===== src/rtl/register_em_skid_if.sv =====
// Execute->Memory handshake bundle: E-side offer in, M-side beat out.
// slave is the pipeline register's view; master is the surrounding stages' view.
interface register_em_skid_if #(
    parameter int unsigned XLEN = 32
);
    localparam int unsigned RD_W = 5;
    localparam int unsigned RS_W = 2;

    // Execute side
    logic            valid_e;
    logic            ready_e;
    logic            RegWriteE;
    logic [RS_W-1:0] ResultSrcE;
    logic            MemWriteE;
    logic [XLEN-1:0] ALUResultE;
    logic [XLEN-1:0] WriteDataE;
    logic [XLEN-1:0] PCPlus4E;
    logic [RD_W-1:0] RdE;

    // Memory side
    logic            valid_m;
    logic            ready_m;
    logic            RegWriteM;
    logic [RS_W-1:0] ResultSrcM;
    logic            MemWriteM;
    logic [XLEN-1:0] ALUResultM;
    logic [XLEN-1:0] WriteDataM;
    logic [XLEN-1:0] PCPlus4M;
    logic [RD_W-1:0] RdM;

    modport slave (
        input  valid_e, RegWriteE, ResultSrcE, MemWriteE,
               ALUResultE, WriteDataE, PCPlus4E, RdE,
        output ready_e,
        output valid_m, RegWriteM, ResultSrcM, MemWriteM,
               ALUResultM, WriteDataM, PCPlus4M, RdM,
        input  ready_m
    );

    modport master (
        output valid_e, RegWriteE, ResultSrcE, MemWriteE,
               ALUResultE, WriteDataE, PCPlus4E, RdE,
        input  ready_e,
        input  valid_m, RegWriteM, ResultSrcM, MemWriteM,
               ALUResultM, WriteDataM, PCPlus4M, RdM,
        output ready_m
    );
endinterface


===== src/rtl/register_em_skid.sv =====
// Execute->Memory pipeline register with a one-entry skid buffer.
// ready_e comes straight from a flop, so there is no combinational path from ready_m.
// Optional feature macro: EM_STALL_CNT_EN adds the saturating stall_cnt output.
module register_em_skid #(
    parameter int unsigned XLEN  = 32
`ifdef EM_STALL_CNT_EN
    ,
    parameter int unsigned CNT_W = 16
`endif
) (
    input  logic                  clk,
    input  logic                  rst,
    input  logic                  flush_m,
    register_em_skid_if.slave     bus
`ifdef EM_STALL_CNT_EN
    ,
    output logic [CNT_W-1:0]      stall_cnt
`endif
);
    localparam int unsigned RD_W = 5;
    localparam int unsigned RS_W = 2;

    typedef struct packed {
        logic            reg_write;
        logic [RS_W-1:0] result_src;
        logic            mem_write;
        logic [XLEN-1:0] alu_result;
        logic [XLEN-1:0] write_data;
        logic [XLEN-1:0] pc_plus4;
        logic [RD_W-1:0] rd;
    } payload_t;

    typedef enum logic [1:0] {
        S_EMPTY = 2'd0,
        S_BUSY  = 2'd1,
        S_FULL  = 2'd2
    } state_t;

    state_t   r_state;
    payload_t r_main;
    payload_t r_skid;
    logic     r_valid_m;
    logic     r_ready_e;

    payload_t w_e_beat;
    logic     w_acc;
    logic     w_drn;

    // Gather the E-side fields into one beat
    assign w_e_beat = '{
        reg_write:  bus.RegWriteE,
        result_src: bus.ResultSrcE,
        mem_write:  bus.MemWriteE,
        alu_result: bus.ALUResultE,
        write_data: bus.WriteDataE,
        pc_plus4:   bus.PCPlus4E,
        rd:         bus.RdE
    };

    assign w_acc = bus.valid_e & r_ready_e;
    assign w_drn = r_valid_m & bus.ready_m;

    // Control FSM with registered valid_m/ready_e; main entry feeds the M side
    always_ff @(posedge clk) begin
        if (rst) begin
            r_state   <= S_EMPTY;
            r_valid_m <= 1'b0;
            r_ready_e <= 1'b1;
            r_main    <= '0;
            r_skid    <= '0;
        end else if (flush_m) begin
            // Wrong-path squash: control fields cleared, data fields left as-is
            r_state           <= S_EMPTY;
            r_valid_m         <= 1'b0;
            r_ready_e         <= 1'b1;
            r_main.reg_write  <= 1'b0;
            r_main.mem_write  <= 1'b0;
            r_main.result_src <= '0;
        end else begin
            case (r_state)
                S_EMPTY: begin
                    if (w_acc) begin
                        r_main    <= w_e_beat;
                        r_valid_m <= 1'b1;
                        r_state   <= S_BUSY;
                    end
                end
                S_BUSY: begin
                    if (w_acc && w_drn) begin
                        r_main <= w_e_beat;
                    end else if (w_acc) begin
                        r_skid    <= w_e_beat;
                        r_ready_e <= 1'b0;
                        r_state   <= S_FULL;
                    end else if (w_drn) begin
                        r_valid_m <= 1'b0;
                        r_state   <= S_EMPTY;
                    end
                end
                S_FULL: begin
                    if (w_drn) begin
                        r_main    <= r_skid;
                        r_ready_e <= 1'b1;
                        r_state   <= S_BUSY;
                    end
                end
                default: begin
                    r_state   <= S_EMPTY;
                    r_valid_m <= 1'b0;
                    r_ready_e <= 1'b1;
                end
            endcase
        end
    end

    assign bus.ready_e    = r_ready_e;
    assign bus.valid_m    = r_valid_m;
    assign bus.RegWriteM  = r_main.reg_write;
    assign bus.ResultSrcM = r_main.result_src;
    assign bus.MemWriteM  = r_main.mem_write;
    assign bus.ALUResultM = r_main.alu_result;
    assign bus.WriteDataM = r_main.write_data;
    assign bus.PCPlus4M   = r_main.pc_plus4;
    assign bus.RdM        = r_main.rd;

`ifdef EM_STALL_CNT_EN
    logic [CNT_W-1:0] r_stall_cnt;

    // Count cycles the memory stage holds off a presented beat; saturates, survives flush
    always_ff @(posedge clk) begin
        if (rst) begin
            r_stall_cnt <= '0;
        end else if (r_valid_m && !bus.ready_m && (r_stall_cnt != {CNT_W{1'b1}})) begin
            r_stall_cnt <= r_stall_cnt + CNT_W'(1);
        end
    end

    assign stall_cnt = r_stall_cnt;
`endif
endmodule


===== src/flat_wrapper.sv =====
// flat-port wrapper written by rule: the top's interface ports become plain ports
module register_em_skid_flat 
#(
    parameter int unsigned XLEN  = 32

)
  (clk, rst, flush_m, bus_valid_e, bus_RegWriteE, bus_ResultSrcE, bus_MemWriteE, bus_ALUResultE, bus_WriteDataE, bus_PCPlus4E, bus_RdE, bus_ready_e, bus_valid_m, bus_RegWriteM, bus_ResultSrcM, bus_MemWriteM, bus_ALUResultM, bus_WriteDataM, bus_PCPlus4M, bus_RdM, bus_ready_m);
  register_em_skid_if #(.XLEN(XLEN)) bus_i ();
  input  logic clk;
  input  logic rst;
  input  logic flush_m;
  input wire logic [$bits(bus_i.valid_e)-1:0] bus_valid_e;
  input wire logic [$bits(bus_i.RegWriteE)-1:0] bus_RegWriteE;
  input wire logic [$bits(bus_i.ResultSrcE)-1:0] bus_ResultSrcE;
  input wire logic [$bits(bus_i.MemWriteE)-1:0] bus_MemWriteE;
  input wire logic [$bits(bus_i.ALUResultE)-1:0] bus_ALUResultE;
  input wire logic [$bits(bus_i.WriteDataE)-1:0] bus_WriteDataE;
  input wire logic [$bits(bus_i.PCPlus4E)-1:0] bus_PCPlus4E;
  input wire logic [$bits(bus_i.RdE)-1:0] bus_RdE;
  output wire logic [$bits(bus_i.ready_e)-1:0] bus_ready_e;
  output wire logic [$bits(bus_i.valid_m)-1:0] bus_valid_m;
  output wire logic [$bits(bus_i.RegWriteM)-1:0] bus_RegWriteM;
  output wire logic [$bits(bus_i.ResultSrcM)-1:0] bus_ResultSrcM;
  output wire logic [$bits(bus_i.MemWriteM)-1:0] bus_MemWriteM;
  output wire logic [$bits(bus_i.ALUResultM)-1:0] bus_ALUResultM;
  output wire logic [$bits(bus_i.WriteDataM)-1:0] bus_WriteDataM;
  output wire logic [$bits(bus_i.PCPlus4M)-1:0] bus_PCPlus4M;
  output wire logic [$bits(bus_i.RdM)-1:0] bus_RdM;
  input wire logic [$bits(bus_i.ready_m)-1:0] bus_ready_m;
  assign bus_i.valid_e = bus_valid_e;
  assign bus_i.RegWriteE = bus_RegWriteE;
  assign bus_i.ResultSrcE = bus_ResultSrcE;
  assign bus_i.MemWriteE = bus_MemWriteE;
  assign bus_i.ALUResultE = bus_ALUResultE;
  assign bus_i.WriteDataE = bus_WriteDataE;
  assign bus_i.PCPlus4E = bus_PCPlus4E;
  assign bus_i.RdE = bus_RdE;
  assign bus_ready_e = bus_i.ready_e;
  assign bus_valid_m = bus_i.valid_m;
  assign bus_RegWriteM = bus_i.RegWriteM;
  assign bus_ResultSrcM = bus_i.ResultSrcM;
  assign bus_MemWriteM = bus_i.MemWriteM;
  assign bus_ALUResultM = bus_i.ALUResultM;
  assign bus_WriteDataM = bus_i.WriteDataM;
  assign bus_PCPlus4M = bus_i.PCPlus4M;
  assign bus_RdM = bus_i.RdM;
  assign bus_i.ready_m = bus_ready_m;
  register_em_skid #(.XLEN(XLEN)) u_core (.clk(clk), .rst(rst), .flush_m(flush_m), .bus(bus_i));
endmodule

===== config.mk =====
export PLATFORM = sky130hd
export DESIGN_NAME = register_em_skid_flat
export DESIGN_NICKNAME = d
export VERILOG_FILES = /design/src/rtl/register_em_skid_if.sv /design/src/rtl/register_em_skid.sv /design/src/flat_wrapper.sv
export SDC_FILE = /design/constraint.sdc
export NUM_CORES = 1
export LEC_CHECK = 0
export ABC_AREA = 1
export BUFFER_PORTS_ARGS = -buffer_cell sky130_fd_sc_hd__buf_4
export CAP_MARGIN = 40
export CORE_MARGIN = 5
export CORE_UTILIZATION = 55
export CTS_BUF_LIST = sky130_fd_sc_hd__clkbuf_8
export DETAILED_ROUTE_END_ITERATION = 16
export GPL_TIMING_DRIVEN = 0
export HOLD_SLACK_MARGIN = 0.06
export PLACE_DENSITY = 0.81
export SYNTH_ARGS = -nofsm -noshare
export SYNTH_HDL_FRONTEND = slang
export SYNTH_SLANG_ARGS = --single-unit

===== constraint.sdc =====
create_clock -name clk -period 2.73 [get_ports clk]
set_input_delay 0.546 -clock clk [delete_from_list [all_inputs] [get_ports clk]]
set_output_delay 0.546 -clock clk [all_outputs]
set_load 0.005 [all_outputs]

==> reports/metrics.csv <==
metric,value,unit
ant_nets,0,
crit_start,u_core.r_state[0],
reg2reg_depth,7,
hold_buffers,0,
min_from,bus_WriteDataE[12],
worstHoldPathCells,3,
async_flop_share,0,%
dr.pass1.iters,5,
placed_area,11790,sq um
die_x,144.0,um
min_to,u_core.r_skid[49],
clock_latency,540,ps
drc,0,
antenna_found_initial,0,
post_cts_resized,0,
r2r-start,u_core.r_state[0],
fin_skew,16.05,ps
ys_top_cells_by_count,"531 x nand2_1, 423 x nor2_1, 214 x dfxtp_1",
rsz0062_at_grt,no,
min_path_type,in2reg,
cts_made_buffers,38,
synth_area,9882,sq um
reg2reg_slack,1010,ps
synth-seq-cells,214,
initial_core_util,55.39,%
status,completed,
die_area,20750,sq um
end_kind,flop,
syn_area_per_cell,6.180,sq um
synth.distinct_cells,20,
gp_congestion,0.8314,
power_leakage,7.150,nW
slew_headroom,56.80,%
tritoncts,built,
first_global_vias,9573,
fin_area,12530,sq um
ys.warnings.count,0,
fmax,0.5807,GHz
synth_edf_count,0,
finalSetupTns,0,ps
dp_hpwl,19.32,mm
drv_cap,0,
post-synth-top-count-cell,nand2_1,
rr_endpoint,u_core.bus.PCPlus4M[15],
yosysTopAreaCellShare,43.35,%
setup-violations-final,0,
die_h,144.0,um
cts_max_level,2,
cp-start-kind,flop,
period_share,63.08,%
synth_top_area_cell,dfxtp_1,
row_count,49,
synthFlopType,dfxtp_1,
instances_no_fill,2109,
clk_root_buffer_cell,clkbuf_8,
post_drt_wl_per_cell,12.98,um
crit_required,3140,ps
syn2layout_area_growth,26.80,%
synth-seq-area-share,43.35,%
postCtsSetupBuffers,0,
antenna_cells,0,
ir_drop,422.4,uV
power.density,577.1,nW/um^2
slew_viol_final,0,
vias,9987,
worst_pin_slew,648.1,ps
io-pin-count,217,
core_area,17840,sq um
crit_type,reg2reg,
grt_max_degree,11,
num-nets-final,1965,
track_usage,26.20,%
netlist_top_cells_area,"dfxtp_1 43%, nand2_1 20%, nor2_1 16%",
hold_viol,0,
via_per_inst,4.735,
synthCells,1599,
grt_first_pass_wirelength,44.48,mm
syn-num-nets,1709,
fin_crit,1722,ps
cts.sinks,214,
initialDrtViolationCount,623,
grt_overflow,0,
cts.path.max_buffers,3,
dp.cells,2044,
drt_wl_total,27.37,mm
path_clk_slew,60,ps
cp_max_fo,10,
cp.arrival,2130,ps
io_buffers,216,
drive_gt1_share,17.82,%
[stage by stage]
| stage | total power [W] | util (%) | hold slack, ps | worst slack (ps) |
|---|---|---|---|---|
| after CTS | 0.007292 | 70.24 | 223.0 | 1012 |
| after global placement | 0.004375 | 66.08 | 487.6 | 522.2 |
| final | 0.007231 | 70.24 | 244.5 | 1008 |
| after detailed placement | 0.004400 | 66.08 | 491.9 | 563.4 |
| after floorplan | 0.003929 | - | 475.4 | 1257 |
| after global routing | 0.007580 | 70.24 | 240.0 | 864.9 |
[flip-flops by register name, summed over array words and instances, names as in the netlist]
signal                 count
u_core.bus.ALUResultM     32
u_core.bus.MemWriteM       1
u_core.bus.PCPlus4M       32
u_core.bus.RdM             5
u_core.bus.RegWriteM       1
u_core.bus.ResultSrcM      2
u_core.bus.WriteDataM     32
u_core.bus.ready_e         1
u_core.bus.valid_m         1
u_core.r_skid            105
u_core.r_state             2
[how the worst max path moves through the flow]
stage | endpoint
final | u_core.bus.PCPlus4M[15]
after floorplan | u_core.bus.PCPlus4M[0]
after global placement | u_core.bus.PCPlus4M[21]
after CTS | u_core.bus.PCPlus4M[4]
after global routing | u_core.bus.PCPlus4M[15]
after detailed placement | u_core.r_skid[67]
[worst max-delay path: stages, from the launching register on]
cell	delay [ps]
dfxtp_1	350
inv_2	80
nand2_2	100
buf_2	320
clkbuf_1	350
o21ai_0	170
nor2_1	160
nor2_1	70
[power by group]
part | leakage, nW | internal [W] | switching [W]
registers | 1.75 | 0.00328 | 0.0000731
clock network | 0.430 | 0.00160 | 0.00129
logic | 4.97 | 0.000455 | 0.000530
[cell usage in the layout (no fill, tap or decap)]
| cell type | Yosys | layout |
|---|---|---|
| nand2_2 | 3 | 3 |
| clkbuf_1 | 33 | 33 |
| buf_1 | 1 | 1 |
| nor2_2 | 1 | 1 |
| nand3_4 | 1 | 1 |
| o21ai_1 | 5 | 5 |
| buf_2 | 32 | 32 |
| dfxtp_1 | 214 | 214 |
| nor2_1 | 423 | 423 |
| nand3_1 | 2 | 2 |
| nand2_1 | 531 | 531 |
| clkbuf_8 | 0 | 49 |
| a21oi_1 | 6 | 6 |
| o211ai_1 | 1 | 1 |
| buf_6 | 20 | 20 |
| buf_4 | 3 | 219 |
| nand3_2 | 1 | 1 |
| inv_1 | 213 | 224 |
| clkinv_2 | 0 | 5 |
| buf_12 | 1 | 1 |
| o21ai_0 | 105 | 105 |
| inv_2 | 3 | 3 |
[logic make-up (layout without fill, tap and decap cells)]
| kind of cell | Yosys count | after routing | synth area share, % |
|---|---|---|---|
| and+or+nand+nor | 962 | 962 | 36.87 |
| AOI/OAI and AO/OA | 117 | 117 | 5.951 |
| buffers and inverters | 306 | 587 | 13.83 |
| DFF | 214 | 214 | 43.35 |
[layout make-up]
cell class,count,area (sq um)
buffer,90,555.5
clock buffer,49,674.4
clock inverter,16,66.31
fill,1570,5310
inverter,216,810.8
multi-input combinational,1079,4232
sequential,214,4284
tap,229,286.5
timing repair buffer,216,1622
[per-layer routing]
metal / global-route usage [%] / vias to the layer above / wire (um)
met1: 33.35 / 4436 / 11430
met2: 43.58 / 318 / 12840
met4: 9.861 / 0 / 809
li1: - / 5172 / -
met3: 5.886 / 61 / 2295
met5: 0 / - / 0
Note: power is estimated with default switching activity, not from simulation.
